<file path="src/rtl/rv32_mem_stage_if.sv">
// Handshake and data-bus bundle between execute, the memory stage and the data bus.
// slave is the memory stage's view; master is the view of its surroundings.
interface rv32_mem_stage_if;
  logic        in_valid;
  logic        in_ready;
  logic        in_read;
  logic        in_write;
  logic [1:0]  in_width;
  logic        in_zero_extend;
  logic [4:0]  in_rd;
  logic        in_rd_write;
  logic [31:0] in_result;
  logic [31:0] in_rs2_value;

  logic [31:0] data_address;
  logic        data_read;
  logic        data_write;
  logic [3:0]  data_write_mask;
  logic [31:0] data_write_value;
  logic [31:0] data_read_value;
  logic        data_ready;

  logic        out_valid;
  logic [4:0]  out_rd;
  logic        out_rd_write;
  logic [31:0] out_rd_value;
  logic        out_fault;

  modport slave (
    input  in_valid, in_read, in_write, in_width, in_zero_extend,
    input  in_rd, in_rd_write, in_result, in_rs2_value,
    output in_ready,
    output data_address, data_read, data_write, data_write_mask, data_write_value,
    input  data_read_value, data_ready,
    output out_valid, out_rd, out_rd_write, out_rd_value, out_fault
  );

  modport master (
    output in_valid, in_read, in_write, in_width, in_zero_extend,
    output in_rd, in_rd_write, in_result, in_rs2_value,
    input  in_ready,
    input  data_address, data_read, data_write, data_write_mask, data_write_value,
    output data_read_value, data_ready,
    input  out_valid, out_rd, out_rd_write, out_rd_value, out_fault
  );
endinterface

</file>
<file path="src/rtl/rv32_mem_stage.sv">
// RV32 memory stage: pass-through ALU results, issue aligned loads/stores on the data bus, fault misaligned/illegal ops.
// Latency 1 for pass-through/faults, 2+ for bus ops; in_ready low while a bus access or its wait is outstanding.
module rv32_mem_stage #(
  parameter int unsigned TIMEOUT_CYCLES = 255
) (
  input logic              clk,
  input logic              reset,
  rv32_mem_stage_if.slave  mem
);

  typedef enum logic {IDLE, BUS} state_t;

  localparam bit          TIMEOUT_EN = (TIMEOUT_CYCLES != 0);
  localparam logic [31:0] LAST_WAIT  = TIMEOUT_EN ? 32'(TIMEOUT_CYCLES - 1) : 32'd0;

  state_t      state, state_next;
  logic [31:0] wait_cnt;

  // Op fields held for the duration of a bus access
  logic        op_read;
  logic [1:0]  op_lo;
  logic [1:0]  op_width;
  logic        op_zext;
  logic [4:0]  op_rd;
  logic        op_rd_write;

  logic        accept, is_mem, misaligned, illegal, go_bus, timeout_hit;
  logic [3:0]  store_mask;
  logic [31:0] store_value;
  logic [7:0]  load_byte;
  logic [15:0] load_half;
  logic [31:0] load_value;

  assign mem.in_ready = (state == IDLE);

  always_comb begin
    accept     = mem.in_valid && (state == IDLE);
    is_mem     = mem.in_read || mem.in_write;
    misaligned = ((mem.in_width == 2'b01) && mem.in_result[0]) ||
                 ((mem.in_width == 2'b10) && (mem.in_result[1:0] != 2'b00));
    illegal    = is_mem && ((mem.in_read && mem.in_write) || (mem.in_width == 2'b11) || misaligned);
    go_bus     = accept && is_mem && !illegal;
    // A ready in the final allowed cycle takes priority over the abort
    timeout_hit = TIMEOUT_EN && (state == BUS) && !mem.data_ready && (wait_cnt == LAST_WAIT);
  end

  always_comb begin
    store_mask  = 4'b1111;
    store_value = mem.in_rs2_value;
    case (mem.in_width)
      2'b00: begin
        store_mask  = 4'b0001 << mem.in_result[1:0];
        store_value = {4{mem.in_rs2_value[7:0]}};
      end
      2'b01: begin
        store_mask  = 4'b0011 << mem.in_result[1:0];
        store_value = {2{mem.in_rs2_value[15:0]}};
      end
      default: ;
    endcase
  end

  always_comb begin
    load_byte = mem.data_read_value[7:0];
    case (op_lo)
      2'd1:    load_byte = mem.data_read_value[15:8];
      2'd2:    load_byte = mem.data_read_value[23:16];
      2'd3:    load_byte = mem.data_read_value[31:24];
      default: ;
    endcase
    load_half  = op_lo[1] ? mem.data_read_value[31:16] : mem.data_read_value[15:0];
    load_value = mem.data_read_value;
    if (op_width == 2'b00)
      load_value = op_zext ? {24'd0, load_byte} : {{24{load_byte[7]}}, load_byte};
    else if (op_width == 2'b01)
      load_value = op_zext ? {16'd0, load_half} : {{16{load_half[15]}}, load_half};
  end

  always_ff @(posedge clk) begin
    if (reset) state <= IDLE;
    else       state <= state_next;
  end

  always_comb begin
    state_next = state;
    if (state == IDLE) begin
      if (go_bus) state_next = BUS;
    end else if (mem.data_ready || timeout_hit) begin
      state_next = IDLE;
    end
  end

  always_ff @(posedge clk) begin
    if (reset) begin
      wait_cnt             <= 32'd0;
      op_read              <= 1'b0;
      op_lo                <= 2'd0;
      op_width             <= 2'd0;
      op_zext              <= 1'b0;
      op_rd                <= 5'd0;
      op_rd_write          <= 1'b0;
      mem.data_address     <= 32'd0;
      mem.data_read        <= 1'b0;
      mem.data_write       <= 1'b0;
      mem.data_write_mask  <= 4'd0;
      mem.data_write_value <= 32'd0;
      mem.out_valid        <= 1'b0;
      mem.out_rd           <= 5'd0;
      mem.out_rd_write     <= 1'b0;
      mem.out_rd_value     <= 32'd0;
      mem.out_fault        <= 1'b0;
    end else begin
      mem.out_valid <= 1'b0;
      if (state == IDLE) begin
        if (accept) begin
          if (illegal) begin
            mem.out_valid    <= 1'b1;
            mem.out_fault    <= 1'b1;
            mem.out_rd       <= mem.in_rd;
            mem.out_rd_write <= 1'b0;
            mem.out_rd_value <= 32'd0;
          end else if (!is_mem) begin
            mem.out_valid    <= 1'b1;
            mem.out_fault    <= 1'b0;
            mem.out_rd       <= mem.in_rd;
            mem.out_rd_write <= mem.in_rd_write;
            mem.out_rd_value <= mem.in_result;
          end else begin
            wait_cnt             <= 32'd0;
            op_read              <= mem.in_read;
            op_lo                <= mem.in_result[1:0];
            op_width             <= mem.in_width;
            op_zext              <= mem.in_zero_extend;
            op_rd                <= mem.in_rd;
            op_rd_write          <= mem.in_rd_write;
            mem.data_address     <= {mem.in_result[31:2], 2'b00};
            mem.data_read        <= mem.in_read;
            mem.data_write       <= mem.in_write;
            mem.data_write_mask  <= mem.in_write ? store_mask  : 4'd0;
            mem.data_write_value <= mem.in_write ? store_value : 32'd0;
          end
        end
      end else if (mem.data_ready) begin
        mem.data_read    <= 1'b0;
        mem.data_write   <= 1'b0;
        mem.out_valid    <= 1'b1;
        mem.out_fault    <= 1'b0;
        mem.out_rd       <= op_rd;
        mem.out_rd_write <= op_read && op_rd_write;
        mem.out_rd_value <= op_read ? load_value : 32'd0;
      end else if (timeout_hit) begin
        mem.data_read    <= 1'b0;
        mem.data_write   <= 1'b0;
        mem.out_valid    <= 1'b1;
        mem.out_fault    <= 1'b1;
        mem.out_rd       <= op_rd;
        mem.out_rd_write <= 1'b0;
        mem.out_rd_value <= 32'd0;
      end else begin
        wait_cnt <= wait_cnt + 32'd1;
      end
    end
  end

endmodule

</file>
<file path="src/flat_wrapper.sv">
// flat-port wrapper written by rule: the top's interface ports become plain ports
module rv32_mem_stage_flat 
#(
  parameter int unsigned TIMEOUT_CYCLES = 255
)
  (clk, reset, mem_in_valid, mem_in_read, mem_in_write, mem_in_width, mem_in_zero_extend, mem_in_rd, mem_in_rd_write, mem_in_result, mem_in_rs2_value, mem_in_ready, mem_data_address, mem_data_read, mem_data_write, mem_data_write_mask, mem_data_write_value, mem_data_read_value, mem_data_ready, mem_out_valid, mem_out_rd, mem_out_rd_write, mem_out_rd_value, mem_out_fault);
  rv32_mem_stage_if mem_i ();
  input logic clk;
  input logic reset;
  input wire logic [$bits(mem_i.in_valid)-1:0] mem_in_valid;
  input wire logic [$bits(mem_i.in_read)-1:0] mem_in_read;
  input wire logic [$bits(mem_i.in_write)-1:0] mem_in_write;
  input wire logic [$bits(mem_i.in_width)-1:0] mem_in_width;
  input wire logic [$bits(mem_i.in_zero_extend)-1:0] mem_in_zero_extend;
  input wire logic [$bits(mem_i.in_rd)-1:0] mem_in_rd;
  input wire logic [$bits(mem_i.in_rd_write)-1:0] mem_in_rd_write;
  input wire logic [$bits(mem_i.in_result)-1:0] mem_in_result;
  input wire logic [$bits(mem_i.in_rs2_value)-1:0] mem_in_rs2_value;
  output wire logic [$bits(mem_i.in_ready)-1:0] mem_in_ready;
  output wire logic [$bits(mem_i.data_address)-1:0] mem_data_address;
  output wire logic [$bits(mem_i.data_read)-1:0] mem_data_read;
  output wire logic [$bits(mem_i.data_write)-1:0] mem_data_write;
  output wire logic [$bits(mem_i.data_write_mask)-1:0] mem_data_write_mask;
  output wire logic [$bits(mem_i.data_write_value)-1:0] mem_data_write_value;
  input wire logic [$bits(mem_i.data_read_value)-1:0] mem_data_read_value;
  input wire logic [$bits(mem_i.data_ready)-1:0] mem_data_ready;
  output wire logic [$bits(mem_i.out_valid)-1:0] mem_out_valid;
  output wire logic [$bits(mem_i.out_rd)-1:0] mem_out_rd;
  output wire logic [$bits(mem_i.out_rd_write)-1:0] mem_out_rd_write;
  output wire logic [$bits(mem_i.out_rd_value)-1:0] mem_out_rd_value;
  output wire logic [$bits(mem_i.out_fault)-1:0] mem_out_fault;
  assign mem_i.in_valid = mem_in_valid;
  assign mem_i.in_read = mem_in_read;
  assign mem_i.in_write = mem_in_write;
  assign mem_i.in_width = mem_in_width;
  assign mem_i.in_zero_extend = mem_in_zero_extend;
  assign mem_i.in_rd = mem_in_rd;
  assign mem_i.in_rd_write = mem_in_rd_write;
  assign mem_i.in_result = mem_in_result;
  assign mem_i.in_rs2_value = mem_in_rs2_value;
  assign mem_in_ready = mem_i.in_ready;
  assign mem_data_address = mem_i.data_address;
  assign mem_data_read = mem_i.data_read;
  assign mem_data_write = mem_i.data_write;
  assign mem_data_write_mask = mem_i.data_write_mask;
  assign mem_data_write_value = mem_i.data_write_value;
  assign mem_i.data_read_value = mem_data_read_value;
  assign mem_i.data_ready = mem_data_ready;
  assign mem_out_valid = mem_i.out_valid;
  assign mem_out_rd = mem_i.out_rd;
  assign mem_out_rd_write = mem_i.out_rd_write;
  assign mem_out_rd_value = mem_i.out_rd_value;
  assign mem_out_fault = mem_i.out_fault;
  rv32_mem_stage #(.TIMEOUT_CYCLES(TIMEOUT_CYCLES)) u_core (.clk(clk), .reset(reset), .mem(mem_i));
endmodule
</file>
<file path="config.mk">
export PLATFORM = sky130hd
export DESIGN_NAME = rv32_mem_stage_flat
export DESIGN_NICKNAME = d
export VERILOG_FILES = /design/src/rtl/rv32_mem_stage_if.sv /design/src/rtl/rv32_mem_stage.sv /design/src/flat_wrapper.sv
export SDC_FILE = /design/constraint.sdc
export NUM_CORES = 1
export LEC_CHECK = 0
export BUFFER_PORTS_ARGS = -buffer_cell sky130_fd_sc_hd__buf_2
export CAP_MARGIN = 5
export CELL_PAD_IN_SITES_DETAIL_PLACEMENT = 0
export CELL_PAD_IN_SITES_GLOBAL_PLACEMENT = 1
export CORE_MARGIN = 2
export CORE_UTILIZATION = 41
export CTS_CLUSTER_DIAMETER = 60
export DETAILED_ROUTE_END_ITERATION = 12
export PLACE_DENSITY = 0.94
export SYNTH_ARGS = -nofsm -noshare
export SYNTH_HDL_FRONTEND = slang
export SYNTH_SLANG_ARGS = --single-unit
</file>
<file path="constraint.sdc">
create_clock -name clk -period 5.9 [get_ports clk]
set_clock_uncertainty 0.2 [all_clocks]
set_input_delay 1.18 -clock clk [delete_from_list [all_inputs] [get_ports clk]]
set_output_delay 1.18 -clock clk [all_outputs]
set_load 0.01 [all_outputs]
</file>
# --- After elaboration in Yosys (flattened, before gate mapping) ---
# Cells that the tools add are included.
word_totals:
  word_cells: 121
  register_bits: 153
classes:
  bitwise_logic: 2
  mux: 59
  shift: 2
  reduce_logical: 26
  n_eq_ne: 13
  add_sub_neg: 1
ops:
  columns: ["operator", "n"]
  rows:
  - ["$mux W32", 18]
  - ["$pmux W32 S2", 1]
  - ["$add A32 B1 Y32 const B", 1]
  - ["$eq A32 B8 Y1 const B", 1]
  - ["$mux W1", 30]
  - ["$mux W5", 6]
  - ["$pmux W8 S3", 1]
  - ["$mux W16", 1]
  - ["$logic_and A1 B1 Y1", 10]
  - ["$eq A2 B2 Y1 const B", 4]
  - ["$pmux W4 S2", 1]
  - ["$reduce_and A4 Y1", 2]
  - ["$eq A2 B1 Y1 const B", 3]
  - ["$reduce_bool A2 Y1", 3]
  - ["$logic_or A1 B1 Y1", 5]
  - ["$reduce_and A5 Y1", 1]
  - ["$logic_not A2 Y1", 2]
  - ["$mux W4", 1]
  - ["$ne A2 B2 Y1 const B", 2]
  - ["$shl A1 B2 Y4 const A", 1]
  - ["$shl A2 B2 Y4 const A", 1]
  - ["$ne A3 B2 Y1 const B", 1]
  - ["$ne A3 B3 Y1 const B", 1]
  - ["$reduce_and A3 Y1", 1]
  - ["other kinds (3)", 5]

# --- Depth between registers and ports, before layout ---
# Gate-level depths: netlist of the first run.
logic_depth:
  word_depth: 9
  mapped_depth: 9
  depth_no_buf: 7

# --- Least setup slack after synthesis of the first run ---
# OpenSTA, ideal clock, no wires.
synth_path:
  kind: "input -> register"
  start: "input mem_in_width[0]"
  end: "register u_core.wait_cnt[11]"
  stages: 8
  setup_ps: 70
  setup_slack_ps: 2909
  path_buffers: 3
  arrival_time_ps: 2721
  path_cell_list: "clkbuf_1 > a21oi_1 > o211a_1 > buf_4 > nor2_1 > clkbuf_1 > or4_1 > a21oi_1"
synth_via:
  elab_chain_cells: 7
  elab_cells_between_ends: 11
  cone_classes: "4 x eq/ne; 7 x reduce/logical"
synth_lines:
  columns: ["element", "line", "text"]
  rows:
  - ["start, declared", "flat_wrapper.sv:13", "input wire logic [$bits(mem_i.in_width)-1:0] mem_in_width;"]
  - ["$eq A2 B1 Y1 / $eq A2 B2 Y1 (equally long branches)", "rv32_mem_stage.sv:39, rv32_mem_stage.sv:40", null]
  - ["$logic_and A1 B1 Y1, on equally long branches", "rv32_mem_stage.sv:39, rv32_mem_stage.sv:40", null]
  - ["$logic_or A1 B1 Y1", "rv32_mem_stage.sv:39", "misaligned = ((mem.in_width == 2'b01) && mem.in_result[0]) ||"]
  - ["$logic_or A1 B1 Y1 *", "rv32_mem_stage.sv:41", "illegal = is_mem && ((mem.in_read && mem.in_write) || (mem.in_width == 2'b11) || misaligned);"]
  - ["$logic_and A1 B1 Y1 *", "rv32_mem_stage.sv:41", null]
  - ["$ne A2 B1 Y1 (no source line) *", null, null]
  - ["$reduce_and A5 Y1 (no source line) *", null, null]
  - ["end signal, assigned", "rv32_mem_stage.sv:160", "wait_cnt <= wait_cnt + 32'd1;"]
  - ["end, declared", "rv32_mem_stage.sv:17", "logic [31:0] wait_cnt;"]
# Every way passes the cells marked *; elsewhere a longest branch is shown, timed or not.
# A chain may end at the register's enable or synchronous reset.

# --- Worst setup path after layout of the first run ---
layout_path:
  start: "input mem_in_write"
  end: "register u_core.wait_cnt[4]"
layout_via:
  elab_chain_cells: 6
  elab_cells_between_ends: 8
  cone_classes: "1 x eq/ne; 7 x reduce/logical"
layout_lines:
  columns: ["element", "line", "text"]
  rows:
  - ["start, declared", "flat_wrapper.sv:12", "input wire logic [$bits(mem_i.in_write)-1:0] mem_in_write;"]
  - ["$logic_and A1 B1 Y1", "rv32_mem_stage.sv:41", null]
  - ["$logic_or A1 B1 Y1 (2 in a row)", "rv32_mem_stage.sv:41", null]
  - ["$logic_and A1 B1 Y1", "rv32_mem_stage.sv:41", null]
  - ["$ne A2 B1 Y1 (no source line)", null, null]
  - ["$reduce_and A5 Y1 (no source line) *", null, null]
# Marks and branches as above.

==> out/qor.json, run 1 <==
{
  "grt_antenna_before_repair": {"value": 0},
  "final-max-slew-violation-count": {"value": 0},
  "worst_setup_hold_path_clk_slew": {"value": 0.06, "unit": "ns"},
  "antenna_left": {"value": 0},
  "drc": {"value": 0},
  "synth_top_flop_cell": {"value": "dfxtp_1"},
  "post-synth-top-area-fraction": {"value": 40.9, "unit": "%"},
  "cts_tree": {"value": "yes"},
  "status": {"value": "finished clean"},
  "placeableCoreArea": {"value": 18000, "unit": "sq um"},
  "cp.arrival": {"value": 3.59, "unit": "ns"},
  "die_width": {"value": 139, "unit": "microns"},
  "static_leakage": {"value": 3.69, "unit": "nW"},
  "number_of_warnings_reported_in_the_yosys_synthesis_log": {"value": 0},
  "critPathMaxFanout": {"value": 42},
  "drv_cap": {"value": 0},
  "h-tree-depth": {"value": 4},
  "placement_rows": {"value": 49},
  "worst_setup_path_end_kind": {"value": "flip-flop"},
  "io_buffers": {"value": 219},
  "average_cell_area_after_synthesis": {"value": 8.21, "unit": "sq um"},
  "gr-usage-all-layers": {"value": 22.9, "unit": "%"},
  "total_clock_buffers_created_by_cts": {"value": 17},
  "synth_top_cells_by_count": {"value": "154 x nand2_1, 153 x dfxtp_1, 109 x a21oi_1"},
  "grt.overflow.total": {"value": 0},
  "ys_seq_elements": {"value": 153},
  "ant_diodes": {"value": 0},
  "reg2reg_depth": {"value": 7},
  "dpl.hpwl": {"value": 15700, "unit": "microns"},
  "gp_congestion": {"value": 0.902},
  "asyncSetResetFlopFracSynth": {"value": 0, "unit": "%"},
  "finalHoldViolCount": {"value": 0},
  "avgRoutedWirePerCell": {"value": 17.5, "unit": "microns"},
  "post_synth_main_area_contributors": {"value": "dfxtp_1 41%, nand2_1 7.7%, a21oi_1 7.3%"},
  "synth_cells": {"value": 912},
  "syn_to_final_growth": {"value": 22.6, "unit": "%"},
  "post-synth-top-area-cell": {"value": "dfxtp_1"},
  "power_per_cell_area": {"value": 286, "unit": "nW/um^2"},
  "final_min_period_over_clock_period": {"value": 58.6, "unit": "%"},
  "timing.max_slew.rel_slack": {"value": 19.3, "unit": "%"},
  "period_minus_slack": {"value": 3.46, "unit": "ns"},
  "numClockSinks": {"value": 153},
  "clockRootBuffer": {"value": "clkbuf_16"},
  "number_of_global_route_vias_before_repair": {"value": 6696},
  "drt-vias-per-instance": {"value": 5.66},
  "postCtsSetupBuffers": {"value": 0},
  "holdBufCountCts": {"value": 0},
  "worstSkewPairLatency": {"value": 0.43, "unit": "ns"},
  "dieArea": {"value": 19400, "unit": "sq um"},
  "vdd_ir_drop_max": {"value": 0.000192, "unit": "V"},
  "layout.area.seq": {"value": 3060, "unit": "sq um"},
  "edff_count_synth": {"value": 0},
  "post_layout_utilization_of_the_core": {"value": 51.1, "unit": "%"},
  "holdPathStages": {"value": 2},
  "synth_most_common_cell": {"value": "nand2_1"},
  "critical_path_class": {"value": "primary input to flip-flop"},
  "postRouteWirelength": {"value": 23000, "unit": "microns"},
  "maximum_number_of_pins_on_one_net_before_global_route_repair": {"value": 89},
  "final-setup-viol-count": {"value": 0},
  "routed-via-count": {"value": 7459},
  "min_path_type": {"value": "flip-flop to flip-flop"},
  "final_net_count": {"value": 1188},
  "floorplan.initialDensity": {"value": 41.7, "unit": "%"},
  "synth-seq-area-share": {"value": 40.9, "unit": "%"},
  "area_occupied_by_multi_input_gates": {"value": 3950, "unit": "sq um"},
  "dr.pass1.iters": {"value": 7},
  "wire_length_of_the_first_global_routing_pass": {"value": 36000, "unit": "microns"},
  "netlist-cell-type-count": {"value": 65},
  "ctsResizeCount": {"value": 0},
  "design.portCount": {"value": 222},
  "die_h": {"value": 139, "unit": "microns"},
  "timing.critical_path.required": {"value": 6.03, "unit": "ns"},
  "fin_hold_ws": {"value": 0.251, "unit": "ns"},
  "worst_slew_pin_slew": {"value": 1.21, "unit": "ns"},
  "detailedRoute.firstIterationViolations": {"value": 535},
  "critical_path.startpoint_type": {"value": "primary input"},
  "fmax": {"value": 289, "unit": "MHz"},
  "final_layout_size_suffix_gt1_share": {"value": 28.7, "unit": "%"},
  "synth.cell_area": {"value": 7490, "unit": "sq um"},
  "final.setup.tns": {"value": 0, "unit": "ns"},
  "fill_cells": {"value": 1737},
  "rsz_0062_raised_after_global_routing": {"value": "no"},
  "cts_buffer_depth": {"value": 2}
}
[cell type report]
type,instances,share of cell area [%]
Inverter,33,1.35
Tap cell,229,3.12
Clock inverter,12,1.79
Sequential cell,153,33.4
Clock buffer,20,4.87
Multi-Input combinational cell,645,43.0
Timing Repair Buffer,225,12.5
[where the power goes]
group | leakage, nW | internal [mW] | switching, mW
clock | 0.284 | 0.682 | 0.460
combinational | 2.16 | 0.143 | 0.226
sequential | 1.25 | 1.08 | 0.0311
total | 3.69 | 1.91 | 0.717
[worst paths after layout]
path,startpoint,end,slack (ns)
worst max-delay path,mem_in_write,u_core.wait_cnt[4],2.44
worst max register to register,u_core.wait_cnt[0],u_core.mem.out_rd_value[10],2.87
worst min register to register,u_core.mem.data_address[6],u_core.mem.data_address[6],0.25
worst min-delay path,u_core.mem.data_address[6],u_core.mem.data_address[6],0.25
[worst max-delay path, stage by stage]
cell and delay [ns]:
buf_2 0.43, xor2_1 0.28, o211a_4 0.52, nor2_1 0.40, or4_1 0.60, a21oi_1 0.15
[metal layers]
metal / track usage [%] / vias to the layer above / wire (microns)
li1: - / 3642 / -
met1: 31.1 / 3537 / 10400
met2: 36.2 / 240 / 10700
met3: 4.77 / 40 / 1290
met4: 8.56 / 0 / 592
met5: 0 / - / 0
[state kept, by name, summed over array words and instances, names as in the netlist]
signal / cells
u_core.op_zext: 1
u_core.op_read: 1
u_core.mem.out_fault: 1
u_core.mem.out_rd_write: 1
u_core.mem.data_write_value: 32
u_core.state: 1
u_core.mem.data_write_mask: 4
u_core.mem.data_write: 1
u_core.mem.out_valid: 1
u_core.op_width: 2
u_core.op_rd_write: 1
u_core.mem.data_address: 30
u_core.op_lo: 2
u_core.op_rd: 5
u_core.mem.out_rd_value: 32
u_core.mem.data_read: 1
u_core.mem.out_rd: 5
u_core.wait_cnt: 32
[through the flow]
step                std cells  cell area (sq um)  power [mW]  setup WS, ns
detailed placement       1285               8570        1.50          1.99
global route             1317               9180        2.72          2.19
finish                   1317               9180        2.63          2.44
global placement         1285               8570        1.50          2.07
floorplan                 913               7490        1.36          2.91
CTS                      1317               9180        2.64          2.42
[cell families after synthesis]
| family | Yosys count | synth area share (%) |
|---|---|---|
| buffers and inverters | 115 | 6.65 |
| adder cells (fa/ha/maj) | 2 | 0.334 |
| XOR/XNOR | 4 | 0.468 |
| flip-flops | 153 | 40.9 |
| AND/OR/NAND/NOR | 345 | 21.8 |
| multiplexers | 44 | 6.68 |
| AO/OA/AOI/OAI | 248 | 23.1 |
| other | 1 | 0.0501 |
[layout by cell type (no fill, tap or decap), types with 7 or more instances in the layout]
| cell type | n |
|---|---|
| mux2i_1 | 14 |
| a21oi_1 | 108 |
| buf_4 | 7 |
| mux2_2 | 26 |
| or4_1 | 17 |
| and4_1 | 7 |
| nand3_1 | 27 |
| a22oi_1 | 9 |
| nor3_1 | 23 |
| a32oi_1 | 16 |
| dfxtp_1 | 153 |
| clkbuf_16 | 17 |
| o31ai_1 | 12 |
| nand2_1 | 154 |
| buf_2 | 218 |
| a221oi_2 | 10 |
| inv_1 | 32 |
| or3_1 | 12 |
| nor2_1 | 57 |
| o22ai_1 | 8 |
| o21ai_0 | 12 |
| nand4_1 | 11 |
| a221oi_1 | 23 |
| o211ai_1 | 15 |
Power figures use the tool's default switching activity.
==> run 2, diff against run 1 <==
ABC_AREA = 1   (was not set)
CORE_UTILIZATION = 36   (was 41)
PLACE_DENSITY = 0.88   (was 0.94)
clock period = 3.5 ns   (was 5.9 ns; I/O delays follow)
==> run 2 against run 1 <==
  * Sequential share of layout area decreased by 3.3 points
  * Critical path type is now flip-flop to primary output
  * Total power increased by 78%
  * Synthesized cell count increased by 47%
  * Utilization decreased by 6.3 points
  * Via count increased by 21%
  * Synthesized area increased by 12%
  * Non-clock buffer count increased by 8
  * Highest routed layer unchanged
  * Die area increased by 26%
  * Global-route usage decreased by 0.90 points
  * Worst hold slack got worse by 0.0044 ns
  * Critical endpoint is now mem_in_ready
  * Combinational power increased by 120%
==> out/qor.json, run 2 <==
{
  "status": {"value": "finished clean"},
  "timing.max_slew.rel_slack": {"value": 45.6, "unit": "%", "change": "+26 points"},
  "drc": {"value": 0, "change": "unchanged"},
  "gr-usage-all-layers": {"value": 22.1, "unit": "%", "change": "-0.90 points"},
  "antenna_left": {"value": 0, "change": "unchanged"},
  "final_layout_size_suffix_gt1_share": {"value": 18.7, "unit": "%", "change": "-10 points"},
  "cp.arrival": {"value": 2.01, "unit": "ns", "change": "-1.58 ns"},
  "rsz_0062_raised_after_global_routing": {"value": "no"},
  "layout.area.seq": {"value": 3060, "unit": "sq um", "change": "unchanged"},
  "fill_cells": {"value": 2483, "change": "+43%"},
  "grt.overflow.total": {"value": 0, "change": "unchanged"},
  "asyncSetResetFlopFracSynth": {"value": 0, "unit": "%", "change": "unchanged"},
  "cts_tree": {"value": "yes"},
  "final.setup.tns": {"value": 0, "unit": "ns", "change": "unchanged"},
  "dieArea": {"value": 24500, "unit": "sq um", "change": "+26%"},
  "post_synth_main_area_contributors": {"value": "dfxtp_1 37%, nand2_1 18%, nor2_1 9.1%"},
  "h-tree-depth": {"value": 4, "change": "unchanged"},
  "worst_setup_path_startpoint": {"value": "u_core.state"},
  "post-synth-top-area-fraction": {"value": 36.6, "unit": "%", "change": "-4.3 points"},
  "cts_buffer_depth": {"value": 2, "change": "unchanged"},
  "die_width": {"value": 156, "unit": "microns", "change": "+12%"},
  "p_clk_share": {"value": 42.2, "unit": "%", "change": "-1.3 points"},
  "final_cells": {"value": 1815, "change": "+38%"},
  "detailedRoute.firstIterationViolations": {"value": 675, "change": "+26%"},
  "placement_rows": {"value": 55, "change": "+12%"},
  "total_clock_buffers_created_by_cts": {"value": 17, "change": "unchanged"},
  "static_leakage": {"value": 4.68, "unit": "nW", "change": "+27%"},
  "ys_seq_elements": {"value": 153, "change": "unchanged"},
  "dpl_cell_area": {"value": 9550, "unit": "sq um", "change": "+11%"},
  "r2r_slack": {"value": 0.78, "unit": "ns", "change": "-2.09 ns"},
  "wire_length_of_the_first_global_routing_pass": {"value": 42700, "unit": "microns", "change": "+19%"},
  "final_min_period_over_clock_period": {"value": 83.2, "unit": "%"},
  "ctsResizeCount": {"value": 0, "change": "unchanged"},
  "drt-vias-per-instance": {"value": 4.97, "change": "-12%"},
  "crit_path_cell_trace": {"value": "inv_4 > buf_4 > buf_2"},
  "numPlacedInstances": {"value": 1783, "change": "+39%"},
  "average_cell_area_after_synthesis": {"value": 6.23, "unit": "sq um", "change": "-24%"},
  "critical_path_class": {"value": "flip-flop to primary output"},
  "reg2reg_depth": {"value": 11, "change": "+4"},
  "biggestRegsByFlops": {"value": "u_core.mem.data_write_value (32), u_core.mem.out_rd_value (32), u_core.wait_cnt (32)"},
  "rr_startpoint": {"value": "u_core.state"},
  "io_buffers": {"value": 219, "change": "unchanged"},
  "dr.pass1.iters": {"value": 5, "change": "-2"},
  "internal-power": {"value": 3.28, "unit": "mW", "change": "+72%"},
  "synth_top_flop_cell": {"value": "dfxtp_1"},
  "power.share.combinational": {"value": 17.1, "unit": "%", "change": "+3.1 points"},
  "routed-via-count": {"value": 9021, "change": "+21%"},
  "critical_path.startpoint_type": {"value": "flip-flop"},
  "most-common-layout-cells": {"value": "407 x nand2_1, 218 x buf_2, 202 x nor2_1, 153 x dfxtp_1, 141 x a21oi_1"},
  "post-synth-top-area-cell": {"value": "dfxtp_1"},
  "worst_slew_pin_slew": {"value": 0.813, "unit": "ns", "change": "-0.397 ns"},
  "number_of_warnings_reported_in_the_yosys_synthesis_log": {"value": 0, "change": "unchanged"},
  "maximum_number_of_pins_on_one_net_before_global_route_repair": {"value": 78, "change": "-12%"},
  "final_common_cell": {"value": "nand2_1"},
  "synth_top_cells_by_count": {"value": "408 x nand2_1, 202 x nor2_1, 153 x dfxtp_1"},
  "die_h": {"value": 156, "unit": "microns", "change": "+12%"},
  "vdd_ir_drop_max": {"value": 0.000298, "unit": "V", "change": "+55%"},
  "final-setup-viol-count": {"value": 0, "change": "unchanged"},
  "switching_share": {"value": 29.8, "unit": "%", "change": "+2.5 points"},
  "final-max-slew-violation-count": {"value": 0, "change": "unchanged"},
  "period_minus_slack": {"value": 2.91, "unit": "ns"},
  "area_occupied_by_multi_input_gates": {"value": 4460, "unit": "sq um", "change": "+13%"},
  "avgRoutedWirePerCell": {"value": 15.1, "unit": "microns", "change": "-14%"},
  "crit_slowest_cell": {"value": "buf_4"},
  "postCtsSetupBuffers": {"value": 0, "change": "unchanged"},
  "critPathMaxFanout": {"value": 46, "change": "+9.5%"},
  "floorplan.initialDensity": {"value": 36.8, "unit": "%", "change": "-4.9 points"},
  "netlist-cell-type-count": {"value": 36, "change": "-45%"},
  "power_per_cell_area": {"value": 460, "unit": "nW/um^2", "change": "+61%"},
  "drv_cap": {"value": 0, "change": "unchanged"},
  "worst_r2r_endpoint": {"value": "u_core.mem.out_rd_value[5]"},
  "final_net_count": {"value": 1630, "change": "+37%"},
  "synth_most_common_cell": {"value": "nand2_1"},
  "edff_count_synth": {"value": 0, "change": "unchanged"},
  "worst_setup_path_end_kind": {"value": "primary output"},
  "max_stage_delay_on_crit_path": {"value": 0.49, "unit": "ns", "change": "-0.11 ns"},
  "final_area": {"value": 10200, "unit": "sq um", "change": "+11%"},
  "number_of_global_route_vias_before_repair": {"value": 8123, "change": "+21%"},
  "grt_antenna_before_repair": {"value": 1, "change": "+1"},
  "synth.cell_area": {"value": 8360, "unit": "sq um", "change": "+12%"},
  "placeableCoreArea": {"value": 22700, "unit": "sq um", "change": "+26%"},
  "worst_setup_hold_path_clk_slew": {"value": 0.06, "unit": "ns", "change": "about the same"},
  "holdBufCountCts": {"value": 0, "change": "unchanged"},
  "synth-seq-area-share": {"value": 36.6, "unit": "%", "change": "-4.3 points"},
  "numClockSinks": {"value": 153, "change": "unchanged"},
  "crit_path_end": {"value": "mem_in_ready"},
  "ant_diodes": {"value": 0, "change": "unchanged"},
  "fmax": {"value": 344, "unit": "MHz"},
  "syn_to_final_growth": {"value": 21.7, "unit": "%"},
  "worstSkewPairLatency": {"value": 0.43, "unit": "ns", "change": "about the same"},
  "clockRootBuffer": {"value": "clkbuf_16"},
  "gp_congestion": {"value": 0.920, "change": "+2.0%"},
  "timing.critical_path.required": {"value": 2.60, "unit": "ns", "change": "-3.43 ns"},
  "synth_cells": {"value": 1342, "change": "+47%"},
  "min_path_type": {"value": "flip-flop to flip-flop"},
  "total_switching_power": {"value": 1.39, "unit": "mW", "change": "+94%"},
  "design.portCount": {"value": 222, "change": "unchanged"},
  "seq_power_share": {"value": 40.8, "unit": "%", "change": "-1.6 points"},
  "postRouteWirelength": {"value": 27400, "unit": "microns", "change": "+19%"},
  "dpl.hpwl": {"value": 20000, "unit": "microns", "change": "+27%"},
  "finalHoldViolCount": {"value": 0, "change": "unchanged"}
}
## run 2: cell count changes in the layout (fill, tap and decap cells not counted), sizes merged, moves of 13 or more
cell and delta:
o21ai +43, a32oi -16, inv +89, nor3 -22
or4 -17, mux2 -28, xor2 +13, a221oi -33
nand3 +84, mux2i -14, nand2 +256, a21oi +33
nor2 +150
## run 2: final cells by class
cell class,count,area share [%]
inverter,120,4.45
tap,285,3.50
sequential,153,30.1
timing repair buffer,233,12.0
clock inverter,14,1.82
multi-input combinational,992,43.9
clock buffer,18,4.32
## run 2: worst max-delay path: cells and delay by family, from the launching register on
kind,cells,cell delay [ns]
buffers and inverters,3,1.06
flip-flops,1,0.48
## run 2: through the flow
step           setup WS [ns]  total power, mW  util (%)  hold slack (ns)
6_report               0.590             4.68      44.8            0.247
5_1_grt                0.471             4.89      44.8            0.261
4_1_cts                0.586             4.72      44.8            0.248
3_5_place_dp           0.696             2.74      42.1            0.239
3_3_place_gp           0.746             2.73      42.1            0.233
2_1_floorplan           1.29             2.45         -            0.225
## run 2: power by group through the flow
stage | Sequential, mW | Combinational (mW) | Clock, mW
after floorplan | 1.98 | 0.478 | 0
after global placement | 1.94 | 0.792 | 0
after detailed placement | 1.94 | 0.799 | 0
after CTS | 1.91 | 0.802 | 2.01
after global routing | 1.92 | 0.899 | 2.07
final | 1.91 | 0.799 | 1.97
## run 2: worst min path at each step
stage | startpoint | endpoint | slack [ns] | depth (start not counted)
6_report | u_core.op_rd[4] | u_core.op_rd[4] | 0.25 | 2
3_5_place_dp | u_core.op_rd[4] | u_core.op_rd[4] | 0.24 | 2
4_1_cts | u_core.op_rd[4] | u_core.op_rd[4] | 0.25 | 2
2_1_floorplan | u_core.op_rd[4] | u_core.op_rd[4] | 0.22 | 2
5_1_grt | u_core.op_rd[4] | u_core.op_rd[4] | 0.26 | 2
3_3_place_gp | u_core.op_rd[4] | u_core.op_rd[4] | 0.23 | 2
## run 2: metal layers
layer	vias up	part of all wire [%]	GRT usage [%]
met5	-	0	0
met4	0	1.9	6.51
met3	36	7.7	6.15
met2	309	46	35.4
met1	4057	45	28.9
li1	4619	-	-
## run 2: kinds of logic after synthesis
family          synth area share, %
simple gates                   35.8
compound gates                 15.7
buf+inv                        10.0
flops                          36.6
xor+xnor                       1.47
fa+ha+maj                     0.299
other cells                  0.0449
==> run 3, diff against run 2 <==
clock period = 2.9 ns   (was 3.5 ns; I/O delays follow)
==> run 3 against run 2 <==
  * Sequential share of layout area is 0.059 points lower
  * Worst hold slack worse by 0.050 ns
  * Flip-flop and latch count stayed put
  * Final cell count is 0.72% higher
  * Non-clock buffer count is 12 higher
  * Critical path depth is 8 higher
  * Routed wire length is 1.7% higher
  * First-iteration DRC count is 19% lower
  * Die area stayed put
  * Utilization is 0.088 points higher
  * Critical endpoint is now u_core.mem.out_rd_value[11]
  * Largest cell class unchanged
==> out/qor.json, run 3 (synthesis gave the netlist of run 2 again) <==
{
  "status": {"value": "finished clean"},
  "die_h": {"value": 156, "unit": "microns", "change": "unchanged"},
  "cts_tree": {"value": "yes"},
  "holdPathStages": {"value": 3, "change": "+1"},
  "power_per_cell_area": {"value": 532, "unit": "nW/um^2", "change": "+16%"},
  "placeableCoreArea": {"value": 22700, "unit": "sq um", "change": "unchanged"},
  "floorplan.initialDensity": {"value": 36.8, "unit": "%", "change": "unchanged"},
  "die_width": {"value": 156, "unit": "microns", "change": "unchanged"},
  "clockRootBuffer": {"value": "clkbuf_16"},
  "gp_congestion": {"value": 0.948, "change": "+3.1%"},
  "hold_path_end": {"value": "u_core.op_zext"},
  "postCtsSetupBuffers": {"value": 0, "change": "unchanged"},
  "biggestRegsByFlops": {"value": "u_core.mem.data_write_value (32), u_core.mem.out_rd_value (32), u_core.wait_cnt (32)"},
  "avgRoutedWirePerCell": {"value": 15.2, "unit": "microns", "change": "+0.97%"},
  "dieArea": {"value": 24500, "unit": "sq um", "change": "unchanged"},
  "worst_setup_path_end_kind": {"value": "flip-flop"},
  "grt.overflow.total": {"value": 0, "change": "unchanged"},
  "critical_path_class": {"value": "flip-flop to flip-flop"},
  "final_min_period_over_clock_period": {"value": 81.2, "unit": "%"},
  "r2r_slack": {"value": 0.54, "unit": "ns", "change": "-0.24 ns"},
  "final-max-slew-violation-count": {"value": 0, "change": "unchanged"},
  "dr.pass1.iters": {"value": 5, "change": "unchanged"},
  "wire_length_of_the_first_global_routing_pass": {"value": 43900, "unit": "microns", "change": "+2.7%"},
  "most-common-layout-cells": {"value": "407 x nand2_1, 218 x buf_2, 202 x nor2_1, 153 x dfxtp_1, 141 x a21oi_1"},
  "rsz_0062_raised_after_global_routing": {"value": "no"},
  "cts_buffer_depth": {"value": 2, "change": "unchanged"},
  "period_minus_slack": {"value": 2.36, "unit": "ns"},
  "maximum_number_of_pins_on_one_net_before_global_route_repair": {"value": 78, "change": "unchanged"},
  "hp-start": {"value": "mem_in_zero_extend"},
  "placement_rows": {"value": 55, "change": "unchanged"},
  "finalHoldViolCount": {"value": 0, "change": "unchanged"},
  "final_common_cell": {"value": "nand2_1"},
  "worst_slew_pin_slew": {"value": 0.771, "unit": "ns", "change": "-0.0419 ns"},
  "gr-usage-all-layers": {"value": 22.5, "unit": "%", "change": "+0.49 points"},
  "critPathMaxFanout": {"value": 77, "change": "+67%"},
  "final-setup-viol-count": {"value": 0, "change": "unchanged"},
  "total_clock_buffers_created_by_cts": {"value": 17, "change": "unchanged"},
  "syn_to_final_growth": {"value": 22.0, "unit": "%"},
  "worst_setup_hold_path_clk_slew": {"value": 0.07, "unit": "ns", "change": "about the same"},
  "reg2reg_depth": {"value": 11, "change": "unchanged"},
  "routed-via-count": {"value": 9112, "change": "+1.0%"},
  "drt-vias-per-instance": {"value": 4.98, "change": "+0.29%"},
  "drc": {"value": 0, "change": "unchanged"},
  "io_buffers": {"value": 219, "change": "unchanged"},
  "static_leakage": {"value": 4.70, "unit": "nW", "change": "+0.53%"},
  "fin_hold_ws": {"value": 0.197, "unit": "ns", "change": "-0.0499 ns"},
  "drv_cap": {"value": 0, "change": "unchanged"},
  "detailedRoute.firstIterationViolations": {"value": 548, "change": "-19%"},
  "timing.max_slew.rel_slack": {"value": 48.6, "unit": "%", "change": "+2.9 points"},
  "timing.critical_path.required": {"value": 3.02, "unit": "ns", "change": "+0.42 ns"},
  "rr_startpoint": {"value": "u_core.wait_cnt[0]"},
  "vdd_ir_drop_max": {"value": 0.000346, "unit": "V", "change": "+16%"},
  "holdBufCountCts": {"value": 0, "change": "unchanged"},
  "ctsResizeCount": {"value": 0, "change": "unchanged"},
  "design.portCount": {"value": 222, "change": "unchanged"},
  "final_layout_size_suffix_gt1_share": {"value": 19.3, "unit": "%", "change": "+0.57 points"},
  "worst_r2r_endpoint": {"value": "u_core.mem.out_rd_value[11]"},
  "fmax": {"value": 424, "unit": "MHz"},
  "min_path_type": {"value": "primary input to flip-flop"},
  "critical_path.startpoint_type": {"value": "flip-flop"},
  "dpl.hpwl": {"value": 20600, "unit": "microns", "change": "+2.7%"},
  "post_layout_utilization_of_the_core": {"value": 44.9, "unit": "%", "change": "+0.088 points"},
  "worstSkewPairLatency": {"value": 0.42, "unit": "ns", "change": "about the same"},
  "grt_antenna_before_repair": {"value": 1, "change": "unchanged"},
  "cp.arrival": {"value": 2.48, "unit": "ns", "change": "+0.47 ns"},
  "h-tree-depth": {"value": 4, "change": "unchanged"},
  "final.setup.tns": {"value": 0, "unit": "ns", "change": "unchanged"},
  "final_net_count": {"value": 1642, "change": "+0.74%"},
  "numClockSinks": {"value": 153, "change": "unchanged"},
  "number_of_global_route_vias_before_repair": {"value": 8456, "change": "+4.1%"},
  "postRouteWirelength": {"value": 27800, "unit": "microns", "change": "+1.7%"},
  "antenna_left": {"value": 0, "change": "unchanged"}
}
[run 3: changes by cell type in the layout (fill, tap and decap cells not counted), sizes merged]
| cell | before | now |
|---|---|---|
| inv | 124 | 126 |
| buf | 233 | 245 |
| clkbuf | 18 | 19 |
| diode | 0 | 1 |
| bufinv | 3 | 0 |
| clkinvlp | 2 | 3 |
| clkinv | 5 | 4 |
[run 3: worst max-delay path by stage]
stage,from,end,cells past startpoint
CTS,u_core.wait_cnt[0],u_core.mem.out_rd_value[3],11
finish,u_core.wait_cnt[0],u_core.mem.out_rd_value[11],11
floorplan,mem_in_width[1],u_core.mem.data_write_value[10],12
global route,u_core.wait_cnt[0],u_core.mem.out_rd_value[11],11
detailed placement,mem_in_result[1],u_core.mem.out_rd_value[17],10
global placement,mem_in_result[1],u_core.mem.out_rd_value[9],10
[run 3: cell type report]
class | count | area [sq um]
fillers | 2456 | 12500
well taps | 285 | 357
repair buffers | 245 | 1310
clock inverters | 13 | 109
multi-input cells | 992 | 4460
flip-flops and latches | 153 | 3060
diodes | 1 | 2.50
clock buffers | 19 | 443
inverters | 120 | 453
[run 3: per-layer routing]
layer,vias up,global-route usage [%],share of wire [%]
li1,4654,-,-
met1,4102,29.9,46
met2,317,36.8,45
met3,39,4.60,6.7
met4,0,6.95,1.9
met5,-,0,0
[run 3: critical path, cell delays in order (launching register included)]
cell	delay, ns
dfxtp_1	0.39
inv_1	0.09
ha_1	0.21
nand4_1	0.10
nor2_2	0.05
nand3_2	0.15
nand2_2	0.09
nand3_2	0.07
buf_4	0.61
nand2_1	0.13
nand2_1	0.09
nor2_1	0.04
[run 3: power by group]
group          total [mW]  internal [mW]  switching [mW]
Sequential           2.30           2.23          0.0717
Clock                2.13           1.14           0.992
Combinational       0.995          0.354           0.642
Total                5.43           3.72            1.71
[run 3: per-stage QoR]
stage | cell area, sq um | power [mW] | setup slack, ns | cells
6_report | 10200 | 5.43 | 0.544 | 1828
5_1_grt | 10200 | 5.69 | 0.292 | 1828
4_1_cts | 10200 | 5.46 | 0.560 | 1827
3_5_place_dp | 9640 | 3.33 | 0.389 | 1795
3_3_place_gp | 9640 | 3.32 | 0.453 | 1795
2_1_floorplan | 8360 | 2.96 | 0.810 | 1343
